[config.mk]
export PLATFORM = sky130hd
export DESIGN_NAME = alu_seq
export DESIGN_NICKNAME = d
export VERILOG_FILES = /design/src/rtl/alu_seq.sv
export SDC_FILE = /design/constraint.sdc
export NUM_CORES = 1
export LEC_CHECK = 0
export BUFFER_PORTS_ARGS = -buffer_cell sky130_fd_sc_hd__buf_2
export CORE_UTILIZATION = 25
export CTS_CLUSTER_DIAMETER = 200
export CTS_CLUSTER_SIZE = 28
export DETAILED_ROUTE_END_ITERATION = 6
export PLACE_DENSITY_LB_ADDON = 0.05
export SLEW_MARGIN = 5
export SYNTH_ARGS = -nofsm -noshare
export SYNTH_HDL_FRONTEND = slang
export SYNTH_SLANG_ARGS = --single-unit
export TNS_END_PERCENT = 5
[constraint.sdc]
create_clock -name clk -period 10.9 [get_ports clk]
set_input_delay 1.635 -clock clk [delete_from_list [all_inputs] [get_ports clk]]
set_output_delay 1.635 -clock clk [all_outputs]
set_load 0.05 [all_outputs]
[src/rtl/alu_seq.sv]
`default_nettype none
// ============================================================================
// Module   : alu_seq
// Brief    : Multi-cycle ALU with valid/ready handshakes. Single-cycle ops
//            register their result on accept. Mul is iterative shift-add and
//            divu/remu are iterative restoring divide, one bit per cycle.
//            Divider present only when ALU_SEQ_DIV_EN is defined.
// Revision : 1.0 - initial release
// ============================================================================
module alu_seq #(
    parameter int WIDTH = 32
) (
    input  logic             clk,
    input  logic             rst,
    input  logic             in_valid,
    output logic             in_ready,
    input  logic [3:0]       ctrl,
    input  logic [WIDTH-1:0] rs1,
    input  logic [WIDTH-1:0] rs2,
    output logic             out_valid,
    input  logic             out_ready,
    output logic [WIDTH-1:0] rd,
    output logic             z,
    output logic             busy
);

    localparam int               c_SHW  = $clog2(WIDTH);
    localparam logic [c_SHW-1:0] c_LAST = c_SHW'(WIDTH - 1);

`ifdef ALU_SEQ_DIV_EN
    typedef enum logic [1:0] {
        S_IDLE = 2'd0,
        S_MUL  = 2'd1,
        S_DONE = 2'd2,
        S_DIV  = 2'd3
    } state_t;
`else
    typedef enum logic [1:0] {
        S_IDLE = 2'd0,
        S_MUL  = 2'd1,
        S_DONE = 2'd2
    } state_t;
`endif

    state_t               r_state;
    state_t               w_state_nxt;
    logic [2*WIDTH-1:0]   r_acc;
    logic [WIDTH-1:0]     r_b;
    logic [c_SHW-1:0]     r_cnt;
    logic                 r_hi;
    logic [WIDTH-1:0]     r_rd;
    logic                 r_z;

    logic                 w_accept;
    logic                 w_is_mul;
    logic                 w_is_div;
    logic                 w_iter;
    logic [c_SHW-1:0]     w_shamt;
    logic [WIDTH-1:0]     w_alu;
    logic [WIDTH:0]       w_mul_sum;
    logic [2*WIDTH-1:0]   w_mul_nxt;
    logic [2*WIDTH-1:0]   w_step;
    logic [WIDTH-1:0]     w_step_res;

    assign w_accept = in_valid & in_ready;
    assign w_is_mul = (ctrl[3:1] == 3'b101);
    assign w_shamt  = rs2[c_SHW-1:0];

    always_comb begin
        w_alu = '0;
        case (ctrl)
            4'b0000: w_alu = rs1 + rs2;
            4'b0001: w_alu = rs1 - rs2;
            4'b0010: w_alu = rs1 & rs2;
            4'b0011: w_alu = rs1 | rs2;
            4'b0100: w_alu = rs1 ^ rs2;
            4'b0101: w_alu = {{(WIDTH-1){1'b0}}, $signed(rs1) < $signed(rs2)};
            4'b0110: w_alu = {{(WIDTH-1){1'b0}}, rs1 < rs2};
            4'b0111: w_alu = rs1 << w_shamt;
            4'b1000: w_alu = rs1 >> w_shamt;
            4'b1001: w_alu = $signed(rs1) >>> w_shamt;
            default: w_alu = '0;
        endcase
    end

    // Accumulator holds {high partial product, remaining multiplier bits}.
    assign w_mul_sum = {1'b0, r_acc[2*WIDTH-1:WIDTH]} + {1'b0, r_b & {WIDTH{r_acc[0]}}};
    assign w_mul_nxt = {w_mul_sum, r_acc[WIDTH-1:1]};

`ifdef ALU_SEQ_DIV_EN
    logic [WIDTH:0]       w_div_shift;
    logic                 w_div_ge;
    logic [WIDTH-1:0]     w_div_sub;
    logic [2*WIDTH-1:0]   w_div_nxt;

    // Accumulator holds {partial remainder, dividend bits shifting into quotient}.
    assign w_is_div    = (ctrl[3:1] == 3'b110);
    assign w_div_shift = {r_acc[2*WIDTH-1:WIDTH], r_acc[WIDTH-1]};
    assign w_div_ge    = (w_div_shift >= {1'b0, r_b});
    assign w_div_sub   = w_div_shift[WIDTH-1:0] - r_b;
    assign w_div_nxt   = {(w_div_ge ? w_div_sub : w_div_shift[WIDTH-1:0]),
                          r_acc[WIDTH-2:0], w_div_ge};
    assign w_step      = (r_state == S_DIV) ? w_div_nxt : w_mul_nxt;
    assign w_iter      = (r_state == S_MUL) || (r_state == S_DIV);
`else
    assign w_is_div    = 1'b0;
    assign w_step      = w_mul_nxt;
    assign w_iter      = (r_state == S_MUL);
`endif

    // Odd ctrl codes (mulhu, remu) take the upper half of the accumulator.
    assign w_step_res = r_hi ? w_step[2*WIDTH-1:WIDTH] : w_step[WIDTH-1:0];

    always_comb begin
        w_state_nxt = r_state;
        case (r_state)
            S_IDLE: begin
                if (w_accept) begin
                    if (w_is_mul)      w_state_nxt = S_MUL;
`ifdef ALU_SEQ_DIV_EN
                    else if (w_is_div) w_state_nxt = S_DIV;
`endif
                    else               w_state_nxt = S_DONE;
                end
            end
            S_MUL:   if (r_cnt == c_LAST) w_state_nxt = S_DONE;
`ifdef ALU_SEQ_DIV_EN
            S_DIV:   if (r_cnt == c_LAST) w_state_nxt = S_DONE;
`endif
            S_DONE:  if (out_ready) w_state_nxt = S_IDLE;
            default: w_state_nxt = S_IDLE;
        endcase
    end

    always_ff @(posedge clk) begin
        if (rst) r_state <= S_IDLE;
        else     r_state <= w_state_nxt;
    end

    always_ff @(posedge clk) begin
        if (rst) begin
            r_acc <= '0;
            r_b   <= '0;
            r_cnt <= '0;
            r_hi  <= 1'b0;
            r_rd  <= '0;
            r_z   <= 1'b0;
        end else if (r_state == S_IDLE) begin
            if (w_accept) begin
                r_acc <= {{WIDTH{1'b0}}, rs1};
                r_b   <= rs2;
                r_cnt <= '0;
                r_hi  <= ctrl[0];
                if (!w_is_mul && !w_is_div) begin
                    r_rd <= w_alu;
                    r_z  <= (w_alu == '0);
                end
            end
        end else if (w_iter) begin
            // The last iteration writes its result straight into rd.
            r_acc <= w_step;
            r_cnt <= r_cnt + 1'b1;
            if (r_cnt == c_LAST) begin
                r_rd <= w_step_res;
                r_z  <= (w_step_res == '0);
            end
        end
    end

    assign in_ready  = (r_state == S_IDLE);
    assign out_valid = (r_state == S_DONE);
    assign busy      = w_iter;
    assign rd        = r_rd;
    assign z         = r_z;

endmodule
`default_nettype wire

======== After elaboration in Yosys (flattened, before gate mapping) ========
Index checks and enable logic that the tools add are counted.
cells by class
  add/subtract/negate cells ............... 4
  $lt $le $gt $ge ......................... 2
  equal/unequal tests ..................... 17
  shifts and indexed selects .............. 3
  mux-type cells .......................... 23
  bitwise logic cells ..................... 5
  reduce and logical (&&, ||, !) cells .... 10
operators by type and width
  operator               count
  $pmux W32 S10          1
  $mux W32               6
  $mux W64               3
  $and A32 B32 Y32       2
  $logic_not A32 Y1      2
  $lt A32 B32 Y1         2
  $add A32 B32 Y33       1
  $add A32 B32 Y32       1
  $or A32 B32 Y32        1
  $shl A32 B5 Y32        1
  $shr A32 B5 Y32        1
  $sshr A32 B5 Y32       1
  $sub A32 B32 Y32       1
  $xor A32 B32 Y32       1
  $eq A4 B3 Y1 const B   4
  $mux W5                3
  $eq A4 B2 Y1 const B   2
  $eq A4 B4 Y1 const B   2
  $mux W2                4
  $ne A2 B1 Y1 const B   3
  $pmux W2 S3            1
  $add A5 B1 Y5 const B  1
  $eq A5 B5 Y1 const B   1
  $mux W1                5
  12 further kinds       14
word-level totals
  flip-flop bits (word level) ............. 137
  input bits .............................. 72
  word-level logic and storage cells ...... 71

======== Logic depth before layout (Yosys ltp) ========
Gate-level depths: netlist of the first run.
  depth in word-level cells ............... 7
  depth in mapped cells ................... 20
  mapped depth without buffers ............ 16

======== Least setup slack after synthesis of the first run ========
OpenSTA, ideal clock, no wires.
  path kind ............................... input to register
  start ................................... input port rs2[2]
  end ..................................... register r_z (netlist: z)
  data arrival time ....................... 6385 ps
  data required time ...................... 10827 ps
  setup slack ............................. 4442 ps
  cell stages on the path ................. 20
  buffers on the path ..................... 6
  path through ............................ buf_2 -> buf_6 -> buf_4 -> inv_1 -> buf_2 -> buf_1 -> buf_1 -> ha_1 -> nand2b_1 -> a221o_1 -> a211oi_1 -> o31ai_1 -> a211oi_1 -> o2111ai_1 -> a221oi_1 -> or4b_1 -> or4_1 -> nor4_1 -> nand4b_1 -> o211ai_2
between the ends
  longest elaborated chain between the ends .. 6
  elaborated cells on any way between the ends .. 15
  those cells by class .................... add/sub: 2; order compare: 2; shift: 3; mux: 4; bitwise: 3; reduce/logical: 1
RTL lines
  what                                      RTL line  RTL
  start: declaration                        19        input logic [WIDTH-1:0] rs2,
  $sub A32 B32 Y32 (tied with other cells)  73        4'b0001: w_alu = rs1 - rs2;
  $pmux W32 S10 *                           71        case (ctrl)
  $logic_not A32 Y1 *                       156       r_z <= (w_alu == '0);
  $mux W1 *                                 154       if (!w_is_mul && !w_is_div) begin
  $mux W1 *                                 149       if (w_accept) begin
  $mux W1 *                                 148       end else if (r_state == S_IDLE) begin
  end signal: assignment                    156
  end signal: assignment                    165       r_z <= (w_step_res == '0);
  end: declaration                          52        logic r_z;
Mark *: on every way between the ends. The rest lies on a longest branch, timed or not. The select of a mux whose other input is x is not followed.
A chain may end at the register's enable or synchronous reset.

======== Final worst setup path of the first run ========
  start ................................... input port rs2[3]
  end ..................................... register r_z (netlist: z)
The elaborated chain is that of the path after synthesis.

==> results of run 1 <==
==> area by class of cell <==
| cell class | count | area (um^2) |
|---|---|---|
| clock inverters | 12 | 140 |
| repair buffers | 148 | 853 |
| clock buffers | 20 | 437 |
| diodes | 1 | 2.50 |
| well taps | 940 | 1180 |
| multi-input cells | 1985 | 13800 |
| flip-flops and latches | 137 | 2750 |
| fillers | 7779 | 50500 |
| inverters | 107 | 402 |
==> kinds of logic (layout without fill, tap and decap cells) <==
kind of cell    Yosys count  count (layout)  share of synthesized area, %
simple gates            896             896                          23.3
compound gates          723             723                          27.7
buf+inv                 311             287                          7.10
mux                     187             187                          14.6
fa+ha+maj               137             137                          9.80
flops                   137             137                          15.5
xor+xnor                 42              42                          2.08
other cells               0               1                             0
==> worst paths after layout <==
path | start | endpoint | slack [ns] | cells past startpoint
max reg2reg | r_acc[0] | z | 5.44 | 15
max | rs2[3] | z | 3.71 | 16
min reg2reg | r_b[24] | r_b[24] | 0.45 | 2
min | r_b[24] | r_b[24] | 0.45 | 2
==> cell usage after synthesis (all sizes together), types with 14 or more instances <==
cell / n
inv: 106
a221oi: 22
nand4: 16
a21oi: 217
nand2: 330
ha: 134
nor2b: 29
buf: 74
nor2: 246
or3: 14
and3: 15
o211ai: 30
nor3: 53
a21o: 32
dfxtp: 137
nand2b: 25
o221ai: 16
xnor2: 29
a211oi: 47
o21ai: 99
mux4: 51
a22oi: 40
clkbuf: 130
mux2i: 88
nor4: 20
mux2: 48
and2: 40
a31oi: 25
a311oi: 40
nand3: 54
==> state kept, by name, indices dropped and copies added (netlist names) <==
signal and count:
r_acc 64, r_b 32, r_cnt 5, r_hi 1, r_state 2, rd 32, z 1
==> power groups by stage <==
stage	logic [mW]	registers, mW	clock network [mW]
floorplan	0.509	0.598	0
global placement	0.863	0.575	0
detailed placement	0.856	0.576	0
CTS	0.861	0.564	0.621
global route	0.927	0.568	0.644
finish	0.871	0.564	0.604
==> through the flow <==
stage	hold slack, ns	setup WS (ns)
4_1_cts	0.454	4.00
5_1_grt	0.471	3.55
6_report	0.451	3.71
3_5_place_dp	0.445	3.52
2_1_floorplan	0.432	4.44
3_3_place_gp	0.440	3.60
==> layer usage <==
layer / global-route usage, % / share of wire, %
met5: 0 / 0
met4: 7.00 / 2.4
met3: 3.15 / 5.1
met2: 42.6 / 45
met1: 38.7 / 47
==> layout by cell type, fill, tap and decap left out, types with 13 or more instances in the layout <==
cell type and instances:
mux2i_1 88, or3_1 14, nor4_1 19, xor2_1 13, a211oi_1 47, and2_1 40, and3_1 15, o211ai_1 28
a21o_1 32, mux2_2 46, buf_2 103, a31oi_1 25, o22ai_1 13, dfxtp_1 135, nand2_1 328, nor3_1 53
ha_1 134, xnor2_1 29, o221ai_1 16, mux4_2 48, a221oi_1 22, clkbuf_16 17, buf_4 45, inv_1 102
o21ai_0 98, nand4_1 16, nor2_1 245, a311oi_1 40, a21oi_1 217, nor2b_1 29, nand3_1 54, a22oi_1 40
nand2b_1 25
==> worst max-delay path: stages <==
cell	delay, ns
buf_2	0.08
buf_4	0.54
inv_2	0.49
ha_1	0.64
o211ai_1	0.15
o21ai_0	0.66
a22oi_1	0.37
a2111oi_0	1.13
o21a_1	0.39
a31oi_1	0.18
a32o_1	0.29
a221oi_1	0.37
nand2_1	0.10
nor4_1	0.28
nand4b_1	0.16
o211ai_2	0.08
==> results.py, run 1 <==
metrics = {
    "sta": {
        "fin_worst_skew_ns": 0.0144,
        "min_period_ns": 7.19,
        "grt_setup_unrepaired": "no",
        "period_share_pct": 65.9,
        "setup_viol": 0,
        "hold_viol": 0,
        "fin_tns_setup_ns": 0,
        "fmax_mhz": 139,
        "slew_viol_final": 0,
        "relSlewSlack_pct": 17.5,
        "worstMarginPinSlew_ns": 1.21,
    },
    "place": {
        "place_area_um2": 18900,
        "place_congestion": 0.952,
        "dp_cells": 3317,
        "hpwl_um": 75700,
        "portBuffers": 107,
    },
    "cells_and_area": {
        "final_util_pct": 27.9,
        "layout.nets": 2605,
        "fin_cells": 3350,
        "drive_gt1_share_pct": 13.3,
        "syn2layout_area_growth_pct": 10.2,
        "final_area_um2": 19500,
    },
    "logic_synthesis": {
        "synthCells": 2433,
        "synth-edff-count": 0,
        "syn_area_um2": 17700,
        "synth_top_area_cell": "dfxtp_1",
        "synth.distinct_cells": 90,
        "syn_nets": 2642,
        "ys_ff_latch": 137,
        "avgSynthCellArea_um2": 7.28,
        "ys_seq_area_share_pct": 15.5,
        "synth_flop_cell": "dfxtp_1",
        "synth_area_leaders": "dfxtp_1 15%, ha_1 9.5%, nand2_1 7.0%",
        "yosysWarningCount": 0,
        "async_reset_ff_share_pct": 0,
        "synth.top_cell.area_share_pct": 15.5,
    },
    "cts": {
        "hold_buffers": 0,
        "htreeDepth": 4,
        "path_clk_slew_ns": 0.07,
        "cts_tree": "done",
        "cts_root_buf": "clkbuf_16",
        "post_cts_resized": 0,
        "cts_setup_buffers": 0,
        "clk_path_buf_depth": 2,
        "cts.sinks": 137,
        "cts_made_buffers": 17,
        "clk-insertion-delay-late_ns": 0.47,
    },
    "floorplanning": {
        "num_io_pins": 108,
        "die_height_um": 268,
        "start_util_pct": 25.3,
        "dieArea_um2": 71900,
        "coreArea_um2": 70000,
        "fp.dieW_um": 268,
        "rows": 97,
    },
    "power": {
        "pwr-share-comb_pct": 42.7,
        "p_switching_uw": 901,
        "clockPowerShare_pct": 29.6,
        "switching_share_pct": 44.2,
        "power.density_nw_per_um2": 105,
        "power_mw": 2.04,
        "p_seq_share_pct": 27.7,
        "intPower_mw": 1.14,
        "leakage_nw": 7.92,
        "peakVddDrop_v": 0.000109,
    },
    "setup_path": {
        "startpoint_type": "input port",
        "crit_arrival_ns": 7.59,
        "path_class": "input port to flip-flop",
        "cp-end-kind": "flip-flop",
        "critical_path_required_ns": 11.30,
        "worstPathMaxFanout": 53,
    },
    "drt": {
        "wirelength_um": 98400,
        "dr.pass1.iters": 6,
        "drt_iter0_markers": 1975,
        "wire_per_inst_um": 29.4,
        "detail-route-antenna-nets": 0,
        "vias": 19652,
        "vias_per_cell": 5.87,
        "drc": 0,
    },
    "global_route": {
        "antenna_found_initial": 3,
        "grt_usage_pct": 27.1,
        "grt_pass1_wl_um": 140000,
        "first_global_vias": 18282,
        "grt_max_degree": 76,
        "overflow": 0,
    },
    "worst_hold_path": {
        "hold_path.class": "flip-flop to flip-flop",
    },
    "run_status": {
        "outcome": "complete, no violations",
    },
    "flow_run": {
        "drv_cap": 0,
    },
}
No activity file was read; power rests on OpenSTA's default activity.
==> run 2, diff against run 1 <==
clock period = 7 ns   (was 10.9 ns; I/O delays follow)
==> run 2 against run 1 <==
  * Register-to-register slack worse by 3.9 ns
  * Clock power rose by 67%
  * Die area did not move
  * Worst setup slack got worse by 2.4 ns
==> results.py, run 2 (synthesis results as in run 1) <==
metrics = {
    "floorplanning": {
        "die_height_um": 268,
        "num_io_pins": 108,
        "fp.dieW_um": 268,
        "rows": 97,
        "coreArea_um2": 70000,
        "dieArea_um2": 71900,
        "start_util_pct": 25.3,
    },
    "power": {
        "leakage_nw": 8.06,
        "pwr-share-comb_pct": 42.4,
        "p_switching_mw": 1.40,
        "power.density_nw_per_um2": 165,
        "peakVddDrop_v": 0.000149,
        "clockPowerShare_pct": 30.8,
        "switching_share_pct": 43.0,
        "p_seq_share_pct": 26.8,
        "intPower_mw": 1.86,
    },
    "cts": {
        "cts_root_buf": "clkbuf_16",
        "hold_buffers": 0,
        "cts.sinks": 137,
        "htreeDepth": 4,
        "clk_path_buf_depth": 2,
        "path_clk_slew_ns": 0.06,
        "clk-insertion-delay-late_ns": 0.45,
        "cts_setup_buffers": 0,
        "cts_tree": "done",
        "cts_made_buffers": 17,
        "post_cts_resized": 0,
    },
    "drt": {
        "wirelength_um": 100000,
        "vias": 19708,
        "drc": 0,
        "dr.pass1.iters": 5,
        "vias_per_cell": 5.84,
        "wire_per_inst_um": 29.7,
        "drt_iter0_markers": 2094,
        "detail-route-antenna-nets": 0,
    },
    "setup_path": {
        "worstPathMaxFanout": 65,
        "cp-end-kind": "flip-flop",
        "critPathMaxStageDelay_ns": 0.68,
        "crit_top_cell": "nor4_1",
        "worst-path-buf-inv": 2,
        "crit_family": "simple AND/OR/NAND/NOR gates",
        "path_class": "input port to flip-flop",
        "crit_arrival_ns": 6.07,
        "cp_cell_sequence": "buf_4 > buf_12 > mux2_2 > o2bb2ai_1 > or3b_2 > a22oi_1 > o21ai_0 > a211o_1 > nor4_1 > o2111ai_1 > or4_1 > nor4_1 > nand4b_1 > o211ai_2",
        "crit_slowest_cell": "a22oi_1",
        "startpoint_type": "input port",
        "critical_path_required_ns": 7.37,
    },
    "sta": {
        "fin_tns_setup_ns": 0,
        "worstMarginPinSlew_ns": 1.13,
        "min_period_ns": 5.69,
        "relSlewSlack_pct": 23.6,
        "fin_worst_skew_ns": 0.0120,
        "worst_slack_ns": 1.31,
        "hold_viol": 0,
        "setup_viol": 0,
        "period_share_pct": 81.3,
        "grt_setup_unrepaired": "no",
        "fmax_mhz": 176,
        "slew_viol_final": 0,
    },
    "cells_and_area": {
        "final_common_cell": "nand2_1",
        "fin_cells": 3373,
        "insertedDiodeCount": 0,
        "final_cell_mix": "328 x nand2_1, 245 x nor2_1, 217 x a21oi_1, 136 x dfxtp_1, 134 x ha_1",
        "syn2layout_area_growth_pct": 11.5,
        "layout.nets": 2629,
        "drive_gt1_share_pct": 14.2,
        "top_register": "r_acc",
        "final_util_pct": 28.2,
        "fill_cells": 7785,
        "largest_reg_flops": 64,
    },
    "place": {
        "dp_cells": 3341,
        "place_congestion": 0.961,
        "hpwl_um": 78000,
        "dp_slack_ns": 0.883,
        "portBuffers": 107,
    },
    "worst_hold_path": {
        "hold_path.class": "flip-flop to flip-flop",
    },
    "run_status": {
        "outcome": "complete, no violations",
    },
    "global_route": {
        "overflow": 0,
        "grt_pass1_wl_um": 142000,
        "first_global_vias": 18682,
        "grt_max_degree": 66,
        "grt_usage_pct": 27.4,
        "antenna_found_initial": 1,
    },
    "flow_run": {
        "drv_cap": 0,
    },
}
==> run 2: cell types whose count changed in the layout (fill, tap and decap cells not counted), moves of 2 or more <==
cell       delta
inv_6         -3
clkbuf_1      -3
buf_4        +23
bufinv_16     +2
==> run 2: layer usage <==
| layer | share of wire (%) | track usage, % | wire length, um |
|---|---|---|---|
| met1 | 46 | 38.1 | 45800 |
| met2 | 45 | 43.5 | 45300 |
| met3 | 6.3 | 4.23 | 6330 |
| met4 | 2.8 | 7.41 | 2850 |
| met5 | 0 | 0 | 0 |
==> run 2: final timing paths <==
path	from	end	slack (ns)	cells past startpoint
max	rs2[1]	z	1.31	14
min	rd[5]	rd[5]	0.45	2
max reg2reg	r_acc[0]	z	1.51	14
min reg2reg	rd[5]	rd[5]	0.45	2
==> run 2: layout make-up <==
type | instances | area (um^2) | share of cell area (%)
timing repair buffer | 172 | 1050 | 5.29
inverter | 107 | 402 | 2.03
tap | 940 | 1180 | 5.95
multi-input combinational | 1985 | 13800 | 69.6
clock inverter | 14 | 195 | 0.988
clock buffer | 18 | 439 | 2.22
sequential | 137 | 2740 | 13.9
==> run 2: power groups by stage <==
stage                     combinational [mW]  clock, mW  sequential (mW)
final                                   1.38       1.01            0.874
after global routing                    1.47       1.07            0.880
after CTS                               1.37       1.03            0.874
after detailed placement                1.36          0            0.892
after global placement                  1.38          0            0.892
after floorplan                        0.792          0            0.930
==> run 2: stage by stage <==
step,hold WS [ns],area [um^2],total power [mW]
after floorplan,0.432,17700,1.72
after global placement,0.439,19100,2.27
after detailed placement,0.445,19100,2.25
after CTS,0.452,19800,3.27
after global routing,0.468,19800,3.41
final,0.450,19800,3.26
==> run 2: worst min-delay path, stage by stage, from the launching register on <==
cell,delay [ns]
dfxtp_1,0.31
nand2_1,0.05
a21oi_1,0.05
